`config.mk`:
```
export PLATFORM = sky130hd
export DESIGN_NAME = button_mode_select
export DESIGN_NICKNAME = d
export VERILOG_FILES = /design/src/rtl/led_ctrl_pkg.sv /design/src/rtl/debounce_filter.sv /design/src/rtl/button_mode_select.sv
export SDC_FILE = /design/constraint.sdc
export NUM_CORES = 1
export LEC_CHECK = 0
export BUFFER_PORTS_ARGS = -buffer_cell sky130_fd_sc_hd__buf_2
export CAP_MARGIN = 25
export CORE_ASPECT_RATIO = 0.7
export CORE_MARGIN = 2
export CORE_UTILIZATION = 61
export DETAILED_ROUTE_END_ITERATION = 10
export PLACE_DENSITY = 0.78
export SLEW_MARGIN = 20
export SYNTH_ARGS = -nofsm -noshare
export SYNTH_HDL_FRONTEND = slang
export SYNTH_HIERARCHICAL = 1
export SYNTH_SLANG_ARGS = --single-unit
```
`constraint.sdc`:
```
create_clock -name i_Clk -period 2.8 [get_ports i_Clk]
set_input_delay 0.56 -clock i_Clk [delete_from_list [all_inputs] [get_ports i_Clk]]
set_output_delay 0.56 -clock i_Clk [all_outputs]
set_load 0.03 [all_outputs]
```
`src/rtl/led_ctrl_pkg.sv`:
```
// Shared encodings between the button control stage and the LED blink stage.
// The blink stage decodes mode_t directly; keep encodings stable.
package led_ctrl_pkg;

  typedef logic [1:0] mode_t;

  localparam mode_t MODE_10HZ = 2'd0;
  localparam mode_t MODE_5HZ  = 2'd1;
  localparam mode_t MODE_2HZ  = 2'd2;
  localparam mode_t MODE_1HZ  = 2'd3;

  typedef enum logic [1:0] {
    IDLE      = 2'd0,
    PRESSED   = 2'd1,
    LONG_HELD = 2'd2
  } state_t;

  // Rate steps 10 -> 5 -> 2 -> 1 -> 10 Hz; the 2-bit add wraps 3 -> 0.
  function automatic mode_t next_mode(input mode_t m);
    mode_t n;
    n = m + 2'd1;
    return n;
  endfunction

endpackage

```
`src/rtl/debounce_filter.sv`:
```
// Button debounce: 2-FF synchroniser, output follows input after g_DEBOUNCE_LIMIT stable cycles.
// Latency 2+g_DEBOUNCE_LIMIT cycles from raw edge; no backpressure (free-running level filter).
module debounce_filter #(
  parameter int g_DEBOUNCE_LIMIT = 250000
) (
  input  logic i_Clk,
  input  logic i_Rst,
  input  logic i_Switch,
  output logic o_Switch
);

  localparam int CW = (g_DEBOUNCE_LIMIT > 1) ? $clog2(g_DEBOUNCE_LIMIT) : 1;
  localparam logic [CW-1:0] CNT_MAX = CW'(g_DEBOUNCE_LIMIT - 1);

  logic          sync1_q, sync1_d;
  logic          sync2_q, sync2_d;
  logic          deb_q, deb_d;
  logic [CW-1:0] cnt_q, cnt_d;

  always_comb begin
    sync1_d = i_Switch;
    sync2_d = sync1_q;
    deb_d   = deb_q;
    cnt_d   = '0;
    // Any cycle where the synced level agrees with the output restarts the count.
    if (sync2_q != deb_q) begin
      if (cnt_q == CNT_MAX) begin
        deb_d = sync2_q;
      end else begin
        cnt_d = cnt_q + CW'(1);
      end
    end
  end

  always_ff @(posedge i_Clk) begin
    if (i_Rst) begin
      sync1_q <= 1'b0;
      sync2_q <= 1'b0;
      deb_q   <= 1'b0;
      cnt_q   <= '0;
    end else begin
      sync1_q <= sync1_d;
      sync2_q <= sync2_d;
      deb_q   <= deb_d;
      cnt_q   <= cnt_d;
    end
  end

  assign o_Switch = deb_q;

endmodule

```
`src/rtl/button_mode_select.sv`:
```
// Classifies debounced presses: short steps the blink rate, long toggles LED enable.
// o_Update lags the deciding edge/threshold by 1 cycle; no backpressure, all outputs registered.
module button_mode_select
  import led_ctrl_pkg::*;
#(
  parameter int g_DEBOUNCE_LIMIT = 250000,
  parameter int g_LONG_PRESS     = 25000000
) (
  input  logic       i_Clk,
  input  logic       i_Rst,
  input  logic       i_Switch,
  output logic [1:0] o_Mode,
  output logic       o_LED_En,
  output logic       o_Update,
  output logic       o_Debounced
);

  localparam int HW = (g_LONG_PRESS > 1) ? $clog2(g_LONG_PRESS) : 1;
  localparam logic [HW-1:0] HOLD_MAX = HW'(g_LONG_PRESS - 1);

  logic          deb;
  logic          deb_q, deb_d;
  logic          rise, fall;
  state_t        state_q, state_d;
  logic [HW-1:0] hold_q, hold_d;
  mode_t         mode_q, mode_d;
  logic          led_en_q, led_en_d;
  logic          update_q, update_d;

  debounce_filter #(
    .g_DEBOUNCE_LIMIT(g_DEBOUNCE_LIMIT)
  ) u_debounce (
    .i_Clk   (i_Clk),
    .i_Rst   (i_Rst),
    .i_Switch(i_Switch),
    .o_Switch(deb)
  );

  assign rise = deb & ~deb_q;
  assign fall = ~deb & deb_q;

  always_comb begin
    deb_d    = deb;
    state_d  = state_q;
    hold_d   = hold_q;
    mode_d   = mode_q;
    led_en_d = led_en_q;
    update_d = 1'b0;
    case (state_q)
      IDLE: begin
        if (rise) begin
          state_d = PRESSED;
          hold_d  = '0;
        end
      end
      PRESSED: begin
        // Release is checked first so a release on the threshold cycle is a short press.
        if (fall) begin
          mode_d   = next_mode(mode_q);
          update_d = 1'b1;
          state_d  = IDLE;
        end else if (hold_q == HOLD_MAX) begin
          led_en_d = ~led_en_q;
          update_d = 1'b1;
          state_d  = LONG_HELD;
        end else if (hold_q != '1) begin
          hold_d = hold_q + HW'(1);
        end
      end
      LONG_HELD: begin
        if (fall) begin
          state_d = IDLE;
        end
      end
      default: begin
        state_d = IDLE;
      end
    endcase
  end

  always_ff @(posedge i_Clk) begin
    if (i_Rst) begin
      deb_q    <= 1'b0;
      state_q  <= IDLE;
      hold_q   <= '0;
      mode_q   <= MODE_10HZ;
      led_en_q <= 1'b1;
      update_q <= 1'b0;
    end else begin
      deb_q    <= deb_d;
      state_q  <= state_d;
      hold_q   <= hold_d;
      mode_q   <= mode_d;
      led_en_q <= led_en_d;
      update_q <= update_d;
    end
  end

  assign o_Mode      = mode_q;
  assign o_LED_En    = led_en_q;
  assign o_Update    = update_q;
  assign o_Debounced = deb;

endmodule

```
==> results of run 1 <==
registers in the layout (all words and copies together) (netlist names), 2 cells and up:
name,cells
hold_q,25
o_Mode,2
u_debounce/cnt_q,18
state_q,2
power breakdown:
part,internal (uW),switching (uW)
combinational,6.36,15.7
sequential,755,0.953
clock,177,258
path summary, 6_finish.rpt:
kind / startpoint / to / slack (ns) / cells past startpoint
setup / recovery: hold_q[0]$_SDFFE_PP0P_ / hold_q[24]$_SDFFE_PP0P_ / 0.44 / 6
hold / removal: u_debounce/sync1_q$_SDFF_PP0_ / u_debounce/sync2_q$_SDFF_PP0_ / 0.46 / 1
setup reg to reg: hold_q[0]$_SDFFE_PP0P_ / hold_q[24]$_SDFFE_PP0P_ / 0.44 / 6
hold reg to reg: u_debounce/sync1_q$_SDFF_PP0_ / u_debounce/sync2_q$_SDFF_PP0_ / 0.46 / 1
critical path, stage by stage, from the launching register on:
cell	delay, ns
sky130_fd_sc_hd__dfxtp_1	0.34
sky130_fd_sc_hd__ha_1	0.25
sky130_fd_sc_hd__and4_1	0.26
sky130_fd_sc_hd__and4_4	0.19
sky130_fd_sc_hd__a211o_1	0.48
sky130_fd_sc_hd__or4_1	0.62
sky130_fd_sc_hd__a21oi_1	0.15
placed cells by master, fill, tap and decap left out, types with 4 or more instances in the layout:
master,n
sky130_fd_sc_hd__buf_2,7
sky130_fd_sc_hd__nand2_1,25
sky130_fd_sc_hd__o31ai_1,7
sky130_fd_sc_hd__dfxtp_1,53
sky130_fd_sc_hd__buf_4,10
sky130_fd_sc_hd__a31oi_1,6
sky130_fd_sc_hd__xnor2_1,12
sky130_fd_sc_hd__nor4_1,8
sky130_fd_sc_hd__a21oi_1,20
sky130_fd_sc_hd__nor2_1,31
sky130_fd_sc_hd__nand4_1,13
sky130_fd_sc_hd__and4_1,5
sky130_fd_sc_hd__nor2b_1,5
sky130_fd_sc_hd__inv_1,9
sky130_fd_sc_hd__or3_1,6
sky130_fd_sc_hd__xor2_1,4
sky130_fd_sc_hd__nor3_1,12
sky130_fd_sc_hd__or4_1,9
sky130_fd_sc_hd__and3_1,7
sky130_fd_sc_hd__o21ai_0,12
sky130_fd_sc_hd__nand3_1,19
sky130_fd_sc_hd__clkbuf_8,5
sky130_fd_sc_hd__a211oi_1,4
cell families after synthesis:
| family | count (synthesis) | synth area share |
|---|---|---|
| buffers and inverters | 23 | 0.0394 |
| XOR/XNOR | 16 | 0.0513 |
| adder cells (fa/ha/maj) | 3 | 0.0128 |
| AND/OR/NAND/NOR | 160 | 0.334 |
| multiplexers | 2 | 0.00778 |
| flip-flops | 53 | 0.388 |
| AO/OA/AOI/OAI | 70 | 0.167 |
per-layer routing:
layer | track usage | up-vias
li1 | - | 1237
met1 | 0.403 | 1205
met2 | 0.373 | 135
met3 | 0.0704 | 11
met4 | 0.0553 | 0
met5 | 0 | -
area by class of cell:
cell class	instances	area, sq um
inverter	9	33.8
clock inverter	2	15.0
fill	370	1400
clock buffer	6	72.6
tap	55	68.8
timing repair buffer	17	110
multi-input combinational	251	1560
sequential	53	1060
per-stage QoR:
stage	instances	total power, uW
after global placement	385	795
after CTS	393	1220
after detailed placement	385	795
final	393	1210
after floorplan	327	788
after global routing	393	1250
==> metrics.csv, run 1 <==
metric;value;unit
synthesized area per cell;8.36;sq um
via count of the first global-routing pass;2126;
Buffers on Ports;7;
insertion delay to the later sink of the worst-skew pair;0.31;ns
wire length of the first global-routing pass;10500;um
initial drt markers;312;
area added between synthesis and finish;7.05;%
cts repair resizes;0;
total congestion overflow after global routing;0;
f_max;424;MHz
total via count after detailed routing;2588;
Total Die Area;5040;sq um
Met1 Routed Length;3190;um
vias per cell;6.59;
TNS Setup;0;ns
Routed WL per cell;16.5;um
GR Util All Layers;0.264;
gate count after technology mapping;327;
cell area after synthesis;2730;sq um
final setup slack of the worst path;0.443;ns
TritonCTS Buffers;5;
leakage power figure;0.000892;uW
kind of critical path;flip-flop to flip-flop;
total of warnings raised by yosys;6;
register bit count reported by yosys;53;
setup-violating endpoint count in the final report;0;
final core area utilization;0.676;
amount of wire on met2 after detailed routing;2580;um
Final Cell Area;2930;sq um
pin count of the biggest net entering global routing;36;
drt total wl;6480;um
path type of the worst min-delay path;flip-flop to flip-flop;
pin slew with the least headroom to its limit;0.753;ns
Peak supply drop;0.282;mV
horizontal die dimension;84.0;um
Slew Limit Headroom;0.494;
Final Slew Violations;0;
number of antenna cells inserted;0;
remaining routing DRC violations;0;
required time of the critical path;3.04;ns
status;finished clean;
dominant cell by count in the synthesized netlist;sky130_fd_sc_hd__dfxtp_1;
ratio of final minimum period to clock period;0.842;
die extent in y;60;um
HPWL after DPL;4520;um
starting density of the core;0.631;
worst setup slack before clock tree synthesis;0.533;ns
largest area contributor in the synthesized netlist;sky130_fd_sc_hd__dfxtp_1;
number of synthesized flops with an enable pin;0;
main flop type after synthesis;sky130_fd_sc_hd__dfxtp_1;
library cells used by synthesis;56;
core area;4330;sq um
clock transition at the registers of the reported paths;0.10;ns
Met3 Routed Length;647;um
Async S/R FF share, synth;0;
hold buffer count at cts;0;
sequential element share of the synthesized area;0.388;
Max Buffers Root-to-Sink;2;
final number of hold-violating endpoints;0;
share of layout cells above drive strength 1;0.115;
CP startpoint kind;flip-flop;
portion of synthesized cell area occupied by the leading cell type;0.388;
placed cell areas;2840;sq um
residual antenna-violating net count after detailed routing;0;
worst hold margin;0.462;ns
shortest period the worst path allows;2.36;ns
highest metal layer used by the detailed router;met4;
root cell of the clock tree;sky130_fd_sc_hd__clkbuf_8;
total I/O pin count;8;
number of antenna violations at the first check in global routing;0;
row count;20;
cell types with the largest area share after synthesis;sky130_fd_sc_hd__dfxtp_1 (39%), sky130_fd_sc_hd__nor2_1 (4.3%), sky130_fd_sc_hd__xnor2_1 (3.8%);
final layout net count;342;
clock tree from TritonCTS;built;
setup repair after global routing missed its margin;false;
gp weighted congestion;0.951;
type of element capturing the critical path;flip-flop;
Synth Net Count;332;
P per Cell Area;415;nW/um^2
post-CTS repair timing setup buffer count;0;
number of optimization iterations in the first detailed-route pass;5;
Post-Route Skew;0.00768;ns
arrival time of the worst setup path;2.60;ns
top cells by instance count after synthesis;sky130_fd_sc_hd__dfxtp_1 (53), sky130_fd_sc_hd__nor2_1 (31), sky130_fd_sc_hd__nand2_1 (25), sky130_fd_sc_hd__a21oi_1 (20), sky130_fd_sc_hd__nand3_1 (19);
total number of H-tree levels;2;
# clock sinks;53;
worst-path maximum fanout;18;
number of max-cap violations;0;
Note: power is estimated with default switching activity, not from simulation.
==> run 2, diff against run 1 <==
- clock period: 2.8 -> 2.44 ns (I/O delays scaled with it)
==> run 2 against run 1 <==
Register-to-register slack worse by 0.27 ns. Clock power is 19% higher. Flip-flop and latch count stayed put. Final cell count is 0.51% higher. Worst setup slack worse by 0.27 ns. Final area is 0.73% higher. Power is 16% higher. Sequential power is 15% higher. Largest cell class unchanged.
==> metrics.csv, run 2 (synthesis results as in run 1) <==
metric;value;unit
via count of the first global-routing pass;2131;
area occupied by multi-input gates;1560;sq um
combined flip-flop and latch cell area;1060;sq um
final layout net count;344;
setup repair after global routing missed its margin;false;
share of layout cells above drive strength 1;0.124;
worst-path maximum fanout;13;
clock tree from TritonCTS;built;
kind of critical path;flip-flop to flip-flop;
total via count after detailed routing;2552;
internal power summed over all cells;1080;uW
top flop regs;hold_q x25, u_debounce/cnt_q x18;
row count;20;
depth of the most critical reg-to-reg path;7;
ratio of final minimum period to clock period;0.928;
final number of hold-violating endpoints;0;
worst r2r dst;hold_q[21]$_SDFFE_PP0P_;
horizontal die dimension;84.0;um
number of antenna cells inserted;0;
residual antenna-violating net count after detailed routing;0;
CP startpoint kind;flip-flop;
switching part of the total;0.232;
Final Power;1410;uW
pin slew with the least headroom to its limit;0.745;ns
total I/O pin count;8;
Worst R2R Start;hold_q[0]$_SDFFE_PP0P_;
setup-violating endpoint count in the final report;0;
leakage power figure;0.000909;uW
proportion of power drawn by combinational gates;0.018;
die extent in y;60;um
remaining routing DRC violations;0;
Peak supply drop;0.357;mV
commonest non-fill, non-tap cell in the layout;sky130_fd_sc_hd__dfxtp_1;
Routed WL per cell;16.5;um
pin count of the biggest net entering global routing;20;
total congestion overflow after global routing;0;
arrival time of the worst setup path;2.47;ns
cell with the biggest individual delay on the critical path;sky130_fd_sc_hd__or4_1;
Filler Cell Count;356;
f_max;441;MHz
number of max-cap violations;0;
register-to-register setup slack;0.17;ns
hold buffer count at cts;0;
core area;4330;sq um
wire length of the first global-routing pass;10600;um
initial drt markers;231;
path type of the worst min-delay path;primary input to flip-flop;
most used cells in the layout excluding fill and tap cells;sky130_fd_sc_hd__dfxtp_1 (53), sky130_fd_sc_hd__nor2_1 (31), sky130_fd_sc_hd__nand2_1 (25);
Total Die Area;5040;sq um
status;finished clean;
vias per cell;6.46;
net switching power;326;uW
GR Util All Layers;0.268;
cts repair resizes;0;
clock network power share;0.366;
Slew Limit Headroom;0.499;
insertion delay to the later sink of the worst-skew pair;0.31;ns
CP max stage delay;0.62;ns
root cell of the clock tree;sky130_fd_sc_hd__clkbuf_8;
post-CTS repair timing setup buffer count;0;
gp weighted congestion;0.942;
starting density of the core;0.631;
shortest period the worst path allows;2.27;ns
Buf/Inv on CP;1;
number of flip-flops in the largest register;25;
number of optimization iterations in the first detailed-route pass;4;
hold path startpoint;i_Switch;
hold endpoint;u_debounce/sync1_q$_SDFF_PP0_;
clock transition at the registers of the reported paths;0.10;ns
# clock sinks;53;
Max Buffers Root-to-Sink;2;
Cell Chain, Critical Path;ha_1, nand4_1, or4_1, nor3_4, buf_4, o311ai_0, o41ai_1;
Buffers on Ports;7;
hold path depth;2;
area added between synthesis and finish;7.83;%
type of element capturing the critical path;flip-flop;
TritonCTS Buffers;5;
HPWL after DPL;4800;um
Final Slew Violations;0;
total number of H-tree levels;2;
required time of the critical path;2.64;ns
proportion of power drawn by flip-flops and latches;0.616;
register with the most flip-flops;hold_q;
Post-Route Skew;0.0137;ns
P per Cell Area;478;nW/um^2
number of antenna violations at the first check in global routing;0;
TNS Setup;0;ns
drt total wl;6510;um
crit-path leading delay family;simple AND/OR/NAND/NOR gates;
run 2: worst reg2reg max path, delay by kind of cell, from the launching register on:
kind,cells,cell delay (ns)
AOI/OAI and AO/OA,2,0.24
adders and majority gates,1,0.26
buffers and inverters,1,0.23
DFF,1,0.38
and+or+nand+nor,3,1.04
run 2: cell type report:
class	instances	share of cell area
Timing Repair Buffer	19	0.0425
Multi-Input combinational cell	251	0.531
Clock buffer	5	0.0234
Sequential cell	53	0.360
Clock inverter	3	0.00849
Tap cell	55	0.0234
Inverter	9	0.0115
run 2: power groups by stage:
| stage | combinational [uW] | clock [uW] | sequential [uW] |
|---|---|---|---|
| floorplan | 16.6 | 0 | 887 |
| global placement | 25.4 | 0 | 888 |
| detailed placement | 25.5 | 0 | 888 |
| CTS | 25.4 | 523 | 868 |
| global route | 28.1 | 561 | 868 |
| finish | 25.5 | 516 | 868 |
run 2: how the worst max path moves through the flow:
stage / from / to / slack, ns / depth (start not counted)
after floorplan: u_debounce/o_Switch$_SDFFE_PP0P_ / hold_q[24]$_SDFFE_PP0P_ / 0.31 / 5
after detailed placement: hold_q[0]$_SDFFE_PP0P_ / hold_q[21]$_SDFFE_PP0P_ / 0.22 / 7
after global routing: hold_q[0]$_SDFFE_PP0P_ / hold_q[21]$_SDFFE_PP0P_ / 0.05 / 7
after CTS: hold_q[0]$_SDFFE_PP0P_ / hold_q[21]$_SDFFE_PP0P_ / 0.20 / 7
final: hold_q[0]$_SDFFE_PP0P_ / hold_q[21]$_SDFFE_PP0P_ / 0.17 / 7
after global placement: state_q[1]$_SDFFE_PP0P_ / hold_q[19]$_SDFFE_PP0P_ / 0.27 / 5
run 2: per-layer routing:
layer,wire length [um],GRT usage
met2,2580,0.373
met5,0,0
met1,3220,0.406
met3,656,0.0649
met4,52,0.0806
run 2: stage by stage:
stage	setup WS, ns	instances	hold WS, ns	instance area [sq um]	utilization
CTS	0.200	395	0.381	2950	0.681
finish	0.175	395	0.383	2950	0.681
global placement	0.272	387	0.437	2850	0.659
floorplan	0.309	327	0.414	2730	-
global route	0.0465	395	0.400	2950	0.681
detailed placement	0.222	387	0.438	2850	0.659
